$ cat config.mk
export PLATFORM = sky130hd
export DESIGN_NAME = microcode_sequencer
export DESIGN_NICKNAME = d
export VERILOG_FILES = /design/src/rtl/microcode_sequencer.sv
export SDC_FILE = /design/constraint.sdc
export NUM_CORES = 1
export LEC_CHECK = 0
export CORE_MARGIN = 2
export CORE_UTILIZATION = 30
export DETAILED_ROUTE_END_ITERATION = 12
export SYNTH_ARGS = -nofsm -noshare
export SYNTH_HDL_FRONTEND = slang
export SYNTH_SLANG_ARGS = --single-unit
$ cat constraint.sdc
create_clock -name clock -period 11.33 [get_ports clock]
set_input_delay 1.6995 -clock clock [delete_from_list [all_inputs] [get_ports clock]]
set_output_delay 1.6995 -clock clock [all_outputs]
set_load 0.05 [all_outputs]
$ cat src/rtl/microcode_sequencer.sv
// microcode_sequencer: fetches 19-bit microinstructions from the program ROM,
// decodes them into ALU op/operands, and writes the ALU result back into an
// 8x8-bit register file. Each instruction takes three cycles
// (FETCH, DECODE, EXEC); a run covers ROM words 0..PROG_LEN-1.
module microcode_sequencer #(
    parameter int unsigned PROG_LEN = 9
) (
    input  logic        clock,
    input  logic        reset,
    input  logic        start,
    input  logic [18:0] rom_data,
    input  logic [7:0]  alu_y,
    output logic [5:0]  rom_addr,
    output logic [2:0]  alu_op,
    output logic [7:0]  alu_a,
    output logic [7:0]  alu_b,
    output logic [7:0]  result,
    output logic        result_valid,
    output logic        busy,
    output logic        done
);

    typedef enum logic [2:0] {
        IDLE   = 3'd0,
        FETCH  = 3'd1,
        DECODE = 3'd2,
        EXEC   = 3'd3,
        DONE   = 3'd4
    } state_t;

    localparam logic [5:0] LAST_PC = 6'(PROG_LEN - 1);

    state_t      state_q, state_d;
    logic [5:0]  pc_q, pc_d;
    logic [18:0] ir_q, ir_d;
    logic [2:0]  alu_op_q, alu_op_d;
    logic [7:0]  alu_a_q, alu_a_d;
    logic [7:0]  alu_b_q, alu_b_d;
    logic [7:0]  result_q, result_d;
    logic        rv_q, rv_d;
    logic [7:0]  rf_q [0:7];
    logic [7:0]  rf_d [0:7];

    // Instruction word fields
    logic [2:0]  ir_op;
    logic        ir_we;
    logic [2:0]  ir_rd;
    logic [2:0]  ir_ra;
    logic        ir_imm_sel;
    logic [7:0]  ir_imm;

    assign ir_op      = ir_q[18:16];
    assign ir_we      = ir_q[15];
    assign ir_rd      = ir_q[14:12];
    assign ir_ra      = ir_q[11:9];
    assign ir_imm_sel = ir_q[8];
    assign ir_imm     = ir_q[7:0];

    // Operand B is either the immediate or a register picked by imm[2:0];
    // the upper immediate bits are ignored in register mode.
    function automatic logic [7:0] sel_operand_b(input logic       imm_sel,
                                                 input logic [7:0] imm,
                                                 input logic [7:0] reg_val);
        return imm_sel ? imm : reg_val;
    endfunction

    // State register
    always_ff @(posedge clock or posedge reset) begin
        if (reset) begin
            state_q <= IDLE;
        end else begin
            state_q <= state_d;
        end
    end

    // Next-state logic
    always_comb begin
        state_d = state_q;
        unique case (state_q)
            IDLE:    if (start) state_d = FETCH;
            FETCH:   state_d = DECODE;
            DECODE:  state_d = EXEC;
            EXEC:    state_d = (pc_q == LAST_PC) ? DONE : FETCH;
            DONE:    state_d = IDLE;
            default: state_d = IDLE;
        endcase
    end

    // Datapath next values: pc, instruction register, ALU operands, writeback
    always_comb begin
        pc_d     = pc_q;
        ir_d     = ir_q;
        alu_op_d = alu_op_q;
        alu_a_d  = alu_a_q;
        alu_b_d  = alu_b_q;
        result_d = result_q;
        rv_d     = 1'b0;
        rf_d     = rf_q;
        unique case (state_q)
            IDLE: begin
                if (start) pc_d = 6'd0;
            end
            FETCH: begin
                ir_d = rom_data;
            end
            DECODE: begin
                alu_op_d = ir_op;
                alu_a_d  = rf_q[ir_ra];
                alu_b_d  = sel_operand_b(ir_imm_sel, ir_imm, rf_q[ir_imm[2:0]]);
            end
            EXEC: begin
                result_d = alu_y;
                rv_d     = 1'b1;
                if (ir_we) rf_d[ir_rd] = alu_y;
                if (pc_q != LAST_PC) pc_d = pc_q + 6'd1;
            end
            DONE: begin
                pc_d = 6'd0;
            end
            default: begin
                pc_d = 6'd0;
            end
        endcase
    end

    // Datapath registers; everything clears on reset so an abandoned run
    // leaves no partial writeback behind.
    always_ff @(posedge clock or posedge reset) begin
        if (reset) begin
            pc_q     <= 6'd0;
            ir_q     <= 19'd0;
            alu_op_q <= 3'd0;
            alu_a_q  <= 8'd0;
            alu_b_q  <= 8'd0;
            result_q <= 8'd0;
            rv_q     <= 1'b0;
            for (int i = 0; i < 8; i++) rf_q[i] <= 8'd0;
        end else begin
            pc_q     <= pc_d;
            ir_q     <= ir_d;
            alu_op_q <= alu_op_d;
            alu_a_q  <= alu_a_d;
            alu_b_q  <= alu_b_d;
            result_q <= result_d;
            rv_q     <= rv_d;
            for (int i = 0; i < 8; i++) rf_q[i] <= rf_d[i];
        end
    end

    assign rom_addr     = pc_q;
    assign alu_op       = alu_op_q;
    assign alu_a        = alu_a_q;
    assign alu_b        = alu_b_q;
    assign result       = result_q;
    assign result_valid = rv_q;
    assign busy         = (state_q != IDLE);
    assign done         = (state_q == DONE);

endmodule

==> reports/metrics.yaml, run 1 <==
outcome: "completed"
fill_cells: 1808
synth_adder_area_share_pct: 0.4294
leakagePower_nw: 3.111
yosysWarnings: 0
numCtsBuffers: 17
rows: 50
yosysSeqAreaShare_pct: 51.52
yosys.area_share.simple_pct: 10.39
synth-main-ff-cell: "dfrtp_1"
syn-cell-area_um2: 5828
yosys.area.top_type_share_pct: 51.52
dp_hpwl_mm: 9.683
path_buf_inv: 1
fin_tns_setup_ns: 0
die_h_um: 143.4
power.share.clock_pct: 23.7
syn_avg_cell_area_um2: 13.43
switching_share_pct: 38.02
ant_nets: 0
syn_inst: 434
regArea_um2: 3003
crit_family: "buffers and inverters"
fin_area_um2: 7376
async_flop_share_pct: 100.0
grt_max_degree: 69
skew_ns: 0.009836
tightestPinTransition_ns: 1.104
clkTransAtPathRegs_ns: 0.05
drt_iter0_drc: 306
synth_edf_count: 0
p_sw_w: 0.0009459
path_cells: "nor3b_1 -> clkdlybuf4s50_1"
numClockSinks: 120
syn_nets: 466
grt_pass1_wl_mm: 22.97
antennaDiodeCount: 0
slew_headroom_pct: 26.38
final_net_count: 530
fin_crit_sh_pct: 33.23
ctsResizeCount: 0
rsz0062_at_grt: "false"
vias: 3783
area_growth_pct: 26.56
combPwrFrac_pct: 41.5
dr.pass1.iters: 4
io_buffers: 65
drc: 0
cts_buffer_depth: 2
cap_violations: 0
synth_top_family_by_area: "multiplexers"
max-vdd-ir-drop_mv: 0.1193
min_period_ns: 3.764
yosys.area.top_type: "dfrtp_1"
ys_ff_latch: 120
seqPwrFrac_pct: 34.8
crit_required_ns: 9.63
critical-path-max-stage-delay_ns: 0.84
yosysUniqueCellTypes: 43
finalSetupViolCount: 0
synth-compound-area-share_pct: 4.659
h-tree-depth: 4
cts_tree: "built"
synth_commonest_cells: "120 x dfrtp_1, 81 x mux2_2, 48 x nand2_1"
root_buffer: "clkbuf_16"
antenna_found_initial: 0
endpoint_kind: "primary output"
post-synth-top-count-cell: "dfrtp_1"
drv_slew: 0
multi_input_area_um2: 2690
cellInternalPower_w: 0.001542
clkLatencyLatePin_ns: 0.41
fmax_mhz: 265.6
crit_type: "register to primary output"
fp.dieW_um: 143.4
final_hold_viol_count: 0
dieArea_um2: 20560
critical-path-slowest-cell: "clkdlybuf4s50_1"
postCtsSetupBuffers: 0
path_max_fanout: 14
critPathArrivalTime_ns: 2.06
wl_mm: 14.59
grt.overflow.total: 0
power_density_nw_per_um2: 337.3
drive_above_1_share_pct: 30.92
synth_xor_area_share_pct: 0
grt_pass1_vias: 3996
wl_per_cell_um: 18.93
ios: 66
gp_congestion: 0.8089
grt.total_usage_pct: 15.11
startpoint_type: "register"
via_per_inst: 4.907
hold_buffers: 0
core_um2: 18890
hold_class: "register to register"
synth.mux.area_fraction_pct: 30.51
postPlaceCellArea_um2: 6731
initial_utilization_pct: 30.85
synth_area_leaders: "dfrtp_1 52%, mux2_2 16%, mux4_2 8.5%, mux2i_1 4.3%, nand2_1 3.1%"
==> stage by stage <==
| step | hold WS [ns] | power, W | worst slack [ns] | utilization, % | instances |
|---|---|---|---|---|---|
| after floorplan | 0.4348 | 0.001591 | 6.445 | - | 434 |
| after global placement | 0.4450 | 0.001879 | 7.799 | 35.63 | 739 |
| after detailed placement | 0.4577 | 0.001910 | 7.718 | 35.63 | 739 |
| after CTS | 0.4682 | 0.002509 | 7.544 | 39.04 | 771 |
| after global routing | 0.4983 | 0.002632 | 7.462 | 39.04 | 771 |
| final | 0.4634 | 0.002488 | 7.566 | 39.04 | 771 |
==> per-layer routing <==
layer | global-route usage [%] | vias up | routed length, um
met1 | 20.64 | 1934 | 6847
met4 | 5.573 | 0 | 333
met3 | 3.865 | 24 | 741
li1 | - | 1720 | -
met5 | 0 | - | 0
met2 | 23.23 | 105 | 6670
==> flip-flops by register name, indices dropped and copies added, names as in the netlist <==
name and flops:
alu_a 8, state_q 3, ir_q 19, alu_op 3, rom_addr 6, alu_b 8, result_valid 1, result 8
rf_q 64
==> worst paths after layout <==
kind                                   startpoint                     to  slack [ns]  cells past startpoint
min                          ir_q[18]$_DFFE_PP0N_  alu_op[2]$_DFFE_PP0P_        0.46                      2
min reg2reg                  ir_q[18]$_DFFE_PP0N_  alu_op[2]$_DFFE_PP0P_        0.46                      2
max reg2reg                state_q[1]$_DFFE_PP0P_   rf_q[22]$_DFFE_PP0P_        8.28                      4
min in group asynchronous                   reset   alu_a[1]$_DFFE_PP0P_        1.75                      2
max                        state_q[2]$_DFFE_PP0P_                   done        7.57                      2
max in group asynchronous                   reset   rf_q[18]$_DFFE_PP0P_        8.25                      3
==> power groups by stage <==
stage | Combinational (W) | Sequential [W] | Clock, W
6_report | 0.00103 | 0.000866 | 0.000589
5_1_grt | 0.00111 | 0.000902 | 0.000622
4_1_cts | 0.00104 | 0.000867 | 0.000601
3_5_place_dp | 0.00104 | 0.000873 | 0
3_3_place_gp | 0.00102 | 0.000860 | 0
2_1_floorplan | 0.000656 | 0.000936 | 0
==> cell type report <==
type	count	share of cell area [%]
sequential	120	40.71
multi-input combinational	282	36.47
timing repair buffer	69	9.228
clock buffer	20	6.056
tap	260	4.411
clock inverter	12	2.680
inverter	8	0.4411
==> layout by cell type (no fill, tap or decap), drive strengths merged, types with 5 or more instances in the layout <==
| master | netlist | layout |
|---|---|---|
| and2 | 7 | 7 |
| nor3b | 6 | 6 |
| clkbuf | 10 | 20 |
| bufinv | 0 | 5 |
| a21oi | 7 | 7 |
| nor2b | 6 | 6 |
| nand2 | 48 | 48 |
| mux2i | 25 | 25 |
| a211oi | 5 | 5 |
| clkdlybuf4s50 | 0 | 65 |
| dfrtp | 120 | 120 |
| inv | 8 | 9 |
| o21ai | 16 | 16 |
| o31ai | 9 | 9 |
| mux4 | 22 | 22 |
| mux2 | 89 | 89 |
==> cell families (layout without fill, tap and decap cells) <==
group | count (synthesis) | in the layout
DFF | 120 | 120
adders and majority gates | 2 | 2
buffers and inverters | 32 | 109
muxes | 136 | 136
and+or+nand+nor | 101 | 101
AOI/OAI and AO/OA | 43 | 43
==> worst reg2reg max path, cell delays in order, from the launching register on <==
cell      delay [ns]
dfrtp_1         0.58
nand3b_1        0.54
inv_1           0.64
nand4_1         0.66
mux2_2          0.51
Note: power is estimated with default switching activity, not from simulation.
==> run 2: changes to the inputs <==
==> constraint.sdc (replaced) <==
create_clock -name clock -period 3.25 [get_ports clock]
set_input_delay 0.4875 -clock clock [delete_from_list [all_inputs] [get_ports clock]]
set_output_delay 0.4875 -clock clock [all_outputs]
set_load 0.05 [all_outputs]
==> reports/metrics.yaml, run 2 (synthesized netlist as in run 1, its figures left out) <==
outcome: "completed"
grt.total_usage_pct: 15.75  # +0.63 points
path_buf_inv: 1  # unchanged
dieArea_um2: 20560  # unchanged
fin_tns_setup_ns: 0  # unchanged
path_cells: "nor3b_1 -> clkdlybuf4s50_1"
min_period_ns: 2.633
drt_iter0_drc: 199  # -35%
clkLatencyLatePin_ns: 0.42  # about the same
crit_family: "buffers and inverters"
rows: 50  # unchanged
crit_required_ns: 2.76  # -6.87 ns
finalSetupViolCount: 0  # unchanged
core_um2: 18890  # unchanged
crit_type: "register to primary output"
dr_wl_met3_um: 823  # +11%
dp_hpwl_mm: 10.11  # +4.4%
numCtsBuffers: 17  # unchanged
vias: 3861  # +2.1%
grt_max_degree: 58  # -16%
fp.dieW_um: 143.4  # unchanged
worstSetupStartpoint: "state_q[2]$_DFFE_PP0P_"
ctsResizeCount: 0  # unchanged
min_to: "alu_op[0]$_DFFE_PP0P_"
wl_per_cell_um: 19.56  # +3.4%
h-tree-depth: 4  # unchanged
numClockSinks: 120  # unchanged
via_per_inst: 4.969  # +1.3%
fill_cells: 1810  # +0.11%
top_layer: "met4"
final_net_count: 536  # +1.1%
cts_tree: "built"
drive_above_1_share_pct: 31.59  # +0.67 points
wl_met1_mm: 7.128  # +4.1%
hp-start: "ir_q[16]$_DFFE_PP0N_"
hold_class: "register to register"
io_buffers: 65  # unchanged
cts_buffer_depth: 2  # unchanged
wl_mm: 15.20  # +4.2%
drc: 0  # unchanged
tightestPinTransition_ns: 0.9379  # -0.1664 ns
leakagePower_nw: 3.145  # +1.1%
min_path_cells: 2  # unchanged
rrSetupSlack_ns: 1.03  # -7.25 ns
gp_congestion: 0.8317  # +2.8%
top_regs: "rf_q x64, ir_q x19"
largest_reg_flops: 64  # unchanged
worstReg2RegEnd: "rf_q[55]$_DFFE_PP0P_"
power_density_nw_per_um2: 1171  # +250%
final_common_cell: "dfrtp_1"
fin_area_um2: 7436  # +0.81%
critical-path-slowest-cell: "clkdlybuf4s50_1"
slew_headroom_pct: 37.48  # +11 points
drv_slew: 0  # unchanged
ant_nets: 0  # unchanged
skew_ns: 0.007275  # -0.002562 ns
fin_crit_sh_pct: 81.02
final_cell_mix: "120 x dfrtp_1, 81 x mux2_2, 65 x clkdlybuf4s50_1"
critPathArrivalTime_ns: 2.15  # +0.09 ns
grt.overflow.total: 0  # unchanged
rsz0062_at_grt: "false"
area_growth_pct: 27.59
startpoint_type: "register"
antenna_found_initial: 0  # unchanged
cap_violations: 0  # unchanged
top_register: "rf_q"
initial_utilization_pct: 30.85  # unchanged
die_h_um: 143.4  # unchanged
regToRegStartpoint: "state_q[1]$_DFFE_PP0P_"
critical-path-max-stage-delay_ns: 0.86  # +0.02 ns
grt_pass1_wl_mm: 23.76  # +3.5%
max-vdd-ir-drop_mv: 0.4002  # +240%
clkTransAtPathRegs_ns: 0.05  # about the same
postCtsSetupBuffers: 0  # unchanged
route.met2.wl_mm: 6.997  # +4.9%
root_buffer: "clkbuf_16"
path_max_fanout: 14  # unchanged
hold_buffers: 0  # unchanged
final_hold_viol_count: 0  # unchanged
rr_worst_depth: 3  # -1
grt_pass1_vias: 4072  # +1.9%
endpoint_kind: "primary output"
dr.pass1.iters: 4  # unchanged
fmax_mhz: 379.8
postPlaceCellArea_um2: 6803  # +1.1%
ios: 66  # unchanged
run 2: area by class of cell:
class / count / area (um2) / area share, %
Antenna cell: 1 / 2.502 / 0.03365
Clock buffer: 23 / 488.0 / 6.562
Clock inverter: 8 / 142.6 / 1.918
Inverter: 8 / 33.78 / 0.4543
Multi-Input combinational cell: 282 / 2690 / 36.18
Sequential cell: 120 / 3003 / 40.38
Tap cell: 260 / 325.3 / 4.375
Timing Repair Buffer: 75 / 750.7 / 10.10
run 2: power breakdown:
part           internal, W  total (W)  leakage (nW)  switching [W]
logic              0.00181    0.00367          1.37        0.00186
clock network      0.00136    0.00201         0.309       0.000657
registers          0.00221    0.00303          1.47       0.000813
run 2: worst min-delay path: cells and delay by family (launching register included):
kind             cells  cell delay [ns]
and+or+nand+nor      2             0.10
DFF                  1             0.34
run 2: per-stage QoR:
| step | util [%] | setup slack, ns | cells | total power, W | hold WS [ns] |
|---|---|---|---|---|---|
| 6_report | 39.36 | 0.6169 | 777 | 0.008706 | 0.4742 |
| 5_1_grt | 39.34 | 0.5051 | 776 | 0.009188 | 0.5190 |
| 4_1_cts | 39.34 | 0.5905 | 776 | 0.008782 | 0.4759 |
| 3_5_place_dp | 36.01 | 1.030 | 745 | 0.006725 | 0.4674 |
| 3_3_place_gp | 36.01 | 1.060 | 745 | 0.006602 | 0.4453 |
| 2_1_floorplan | - | 0.9895 | 434 | 0.005548 | 0.4348 |
run 2: how the worst max path moves through the flow:
stage,cells past startpoint,end,slack (ns)
floorplan,2,done,0.99
global placement,2,done,1.06
detailed placement,4,rf_q[18]$_DFFE_PP0P_,1.03
CTS,2,done,0.59
global route,2,done,0.51
finish,2,done,0.62
run 2: layer usage:
layer	vias up	GRT usage, %
li1	1734	-
met1	2006	21.49
met2	103	23.91
met3	18	3.999
met4	0	6.502
met5	-	0
==> variant: new RTL, settings of run 2 <==
`pc_q` no longer has a reset.
--- a/src/rtl/microcode_sequencer.sv
+++ b/src/rtl/microcode_sequencer.sv
@@ -127,7 +127,6 @@
     // leaves no partial writeback behind.
     always_ff @(posedge clock or posedge reset) begin
         if (reset) begin
-            pc_q     <= 6'd0;
             ir_q     <= 19'd0;
             alu_op_q <= 3'd0;
             alu_a_q  <= 8'd0;
@@ -136,7 +135,6 @@
             rv_q     <= 1'b0;
             for (int i = 0; i < 8; i++) rf_q[i] <= 8'd0;
         end else begin
-            pc_q     <= pc_d;
             ir_q     <= ir_d;
             alu_op_q <= alu_op_d;
             alu_a_q  <= alu_a_d;
@@ -145,6 +143,10 @@
             rv_q     <= rv_d;
             for (int i = 0; i < 8; i++) rf_q[i] <= rf_d[i];
         end
+    end
+
+    always_ff @(posedge clock) begin
+        pc_q <= pc_d;
     end
 
     assign rom_addr     = pc_q;
Function: differs if reset is asserted again (counterexample within 10 cycles, from zero or initial values and one cycle with reset high); with reset held inactive, the same outputs for 10 cycles.
==> variant against run 2 <==
- worst hold slack got worse by 0.0017 ns
- largest cell class unchanged
- area after synthesis decreased by 0.30%
- clock skew increased by 0.0015 ns
- sequential share of layout area increased by 1.1 points
- routed wire length decreased by 2.8%
- critical path type unchanged
- count of clock-buffer cells in the layout unchanged
- sequential cell count unchanged
- design area decreased by 1.6%
- worst setup slack improved by 0.15 ns
- maximum frequency increased by 6.0%
Power is not compared: it rests on default switching activity, and its combinational part moved more than twofold at a synthesized area within 25%.
==> variant: results <==
group,metric,value,unit
run_status,status,"complete, no violations",
grt,grt_max_degree,69,
setup_path,reg2regPathDepth,5,
sta,finalClockSkew,0.00874,ns
setup_path,rrSetupSlack,0.88,ns
hold_path,min-delay-start,"result[1]",
grt,grtUsageMet2,26.0,%
placed_design,place_area,6750,sq um
grt,met3_usage,3.76,%
setup_path,cp_max_fo,9,
hold_path,worstHoldPathType,"flop to flop",
synth,synth_enable_flop_cells,6,
final_layout,num_antenna_cells,0,
placed_design,place_congestion,0.772,
clock_network,ctsHoldBuffers,0,
route,routed-wl-met3,563,um
sta,worst_slew_pin_slew,0.985,ns
power_and_ir_drop,ir_drop,0.221,mV
clock_network,clockRootBuffer,"clkbuf_16",
route,wl_met2,7380,um
placed_design,io_buffers,65,
synth,synth_nets,472,
clock_network,clk_pin_slew,0.05,ns
route,wl_met1,6500,um
placed_design,place.detailed.hpwl,9940,um
synth,ys_seq_area_share,52.2,%
synth,synth-async-reset-ratio,95.0,%
hold_path,whs_endpoint,"result[1]",
final_layout,drive_gt1_share,31.3,%
grt,grtUsageTotal,15.5,%
final_layout,nets,539,
grt,grt_pass1_wl,23500,um
synth,synthTopCellsByArea,"dfrtp_1 (49%), mux2_2 (20%), mux2i_1 (4.7%), edfxtp_1 (3.1%), nand2_1 (2.5%)",
grt,grt_pass1_vias,4106,
setup_path,setup.worst_path.end,"done",
setup_path,critPathLaunch,"state_q[1]",
synth,synth_cell_types,44,
setup_path,max_stage_delay,0.80,ns
setup_path,r2r-end,"rf_q[3]",
route,vias_per_cell,4.97,
setup_path,regToRegStartpoint,"state_q[2]",
clock_network,cts_resized,0,
synth,synth_common_cells,"dfrtp_1 (114), mux2_2 (105), nand2_1 (38)",
-- variant: changes by cell type after synthesis, sizes merged, moves of 5 or more --
cell / before / now
edfxtp: 0 / 6
o31ai: 9 / 14
a211oi: 5 / 0
nand2: 48 / 38
o22ai: 0 / 11
mux4: 22 / 6
o21ai: 16 / 6
dfrtp: 120 / 114
mux2: 89 / 113
-- variant: power by group through the flow --
stage	registers, mW	logic [mW]	clock network, mW
floorplan	1.96	0.390	0
global placement	1.86	0.723	0
detailed placement	1.87	0.735	0
CTS	1.84	0.740	1.85
global route	1.87	0.783	1.92
finish	1.85	0.732	1.81
-- variant: through the flow --
| stage | utilization [%] | hold WS, ns | worst slack, ns | instances |
|---|---|---|---|---|
| after floorplan | - | 0.472 | 1.22 | 440 |
| after global placement | 35.8 | 0.461 | 0.861 | 748 |
| after detailed placement | 35.8 | 0.463 | 0.835 | 748 |
| after CTS | 38.8 | 0.475 | 0.741 | 780 |
| after global routing | 38.8 | 0.496 | 0.661 | 780 |
| final | 38.8 | 0.473 | 0.766 | 780 |
-- variant: kinds of logic (layout without fill, tap and decap cells) --
| group | count (synthesis) | count (layout) | synth area share (%) |
|---|---|---|---|
| muxes | 146 | 146 | 29.4 |
| DFF | 120 | 120 | 52.2 |
| and+or+nand+nor | 84 | 84 | 8.55 |
| AOI/OAI and AO/OA | 55 | 55 | 6.68 |
| buffers and inverters | 30 | 110 | 2.30 |
| xor gates and xnor gates | 3 | 3 | 0.452 |
| adders and majority gates | 2 | 2 | 0.431 |
-- variant: final cells by class --
cell class | instances | area [sq um]
clock inverter | 9 | 96.3
fill | 1760 | 11500
tap | 260 | 325
sequential | 120 | 3030
inverter | 6 | 26.3
clock buffer | 23 | 469
multi-input combinational | 290 | 2650
timing repair buffer | 72 | 716
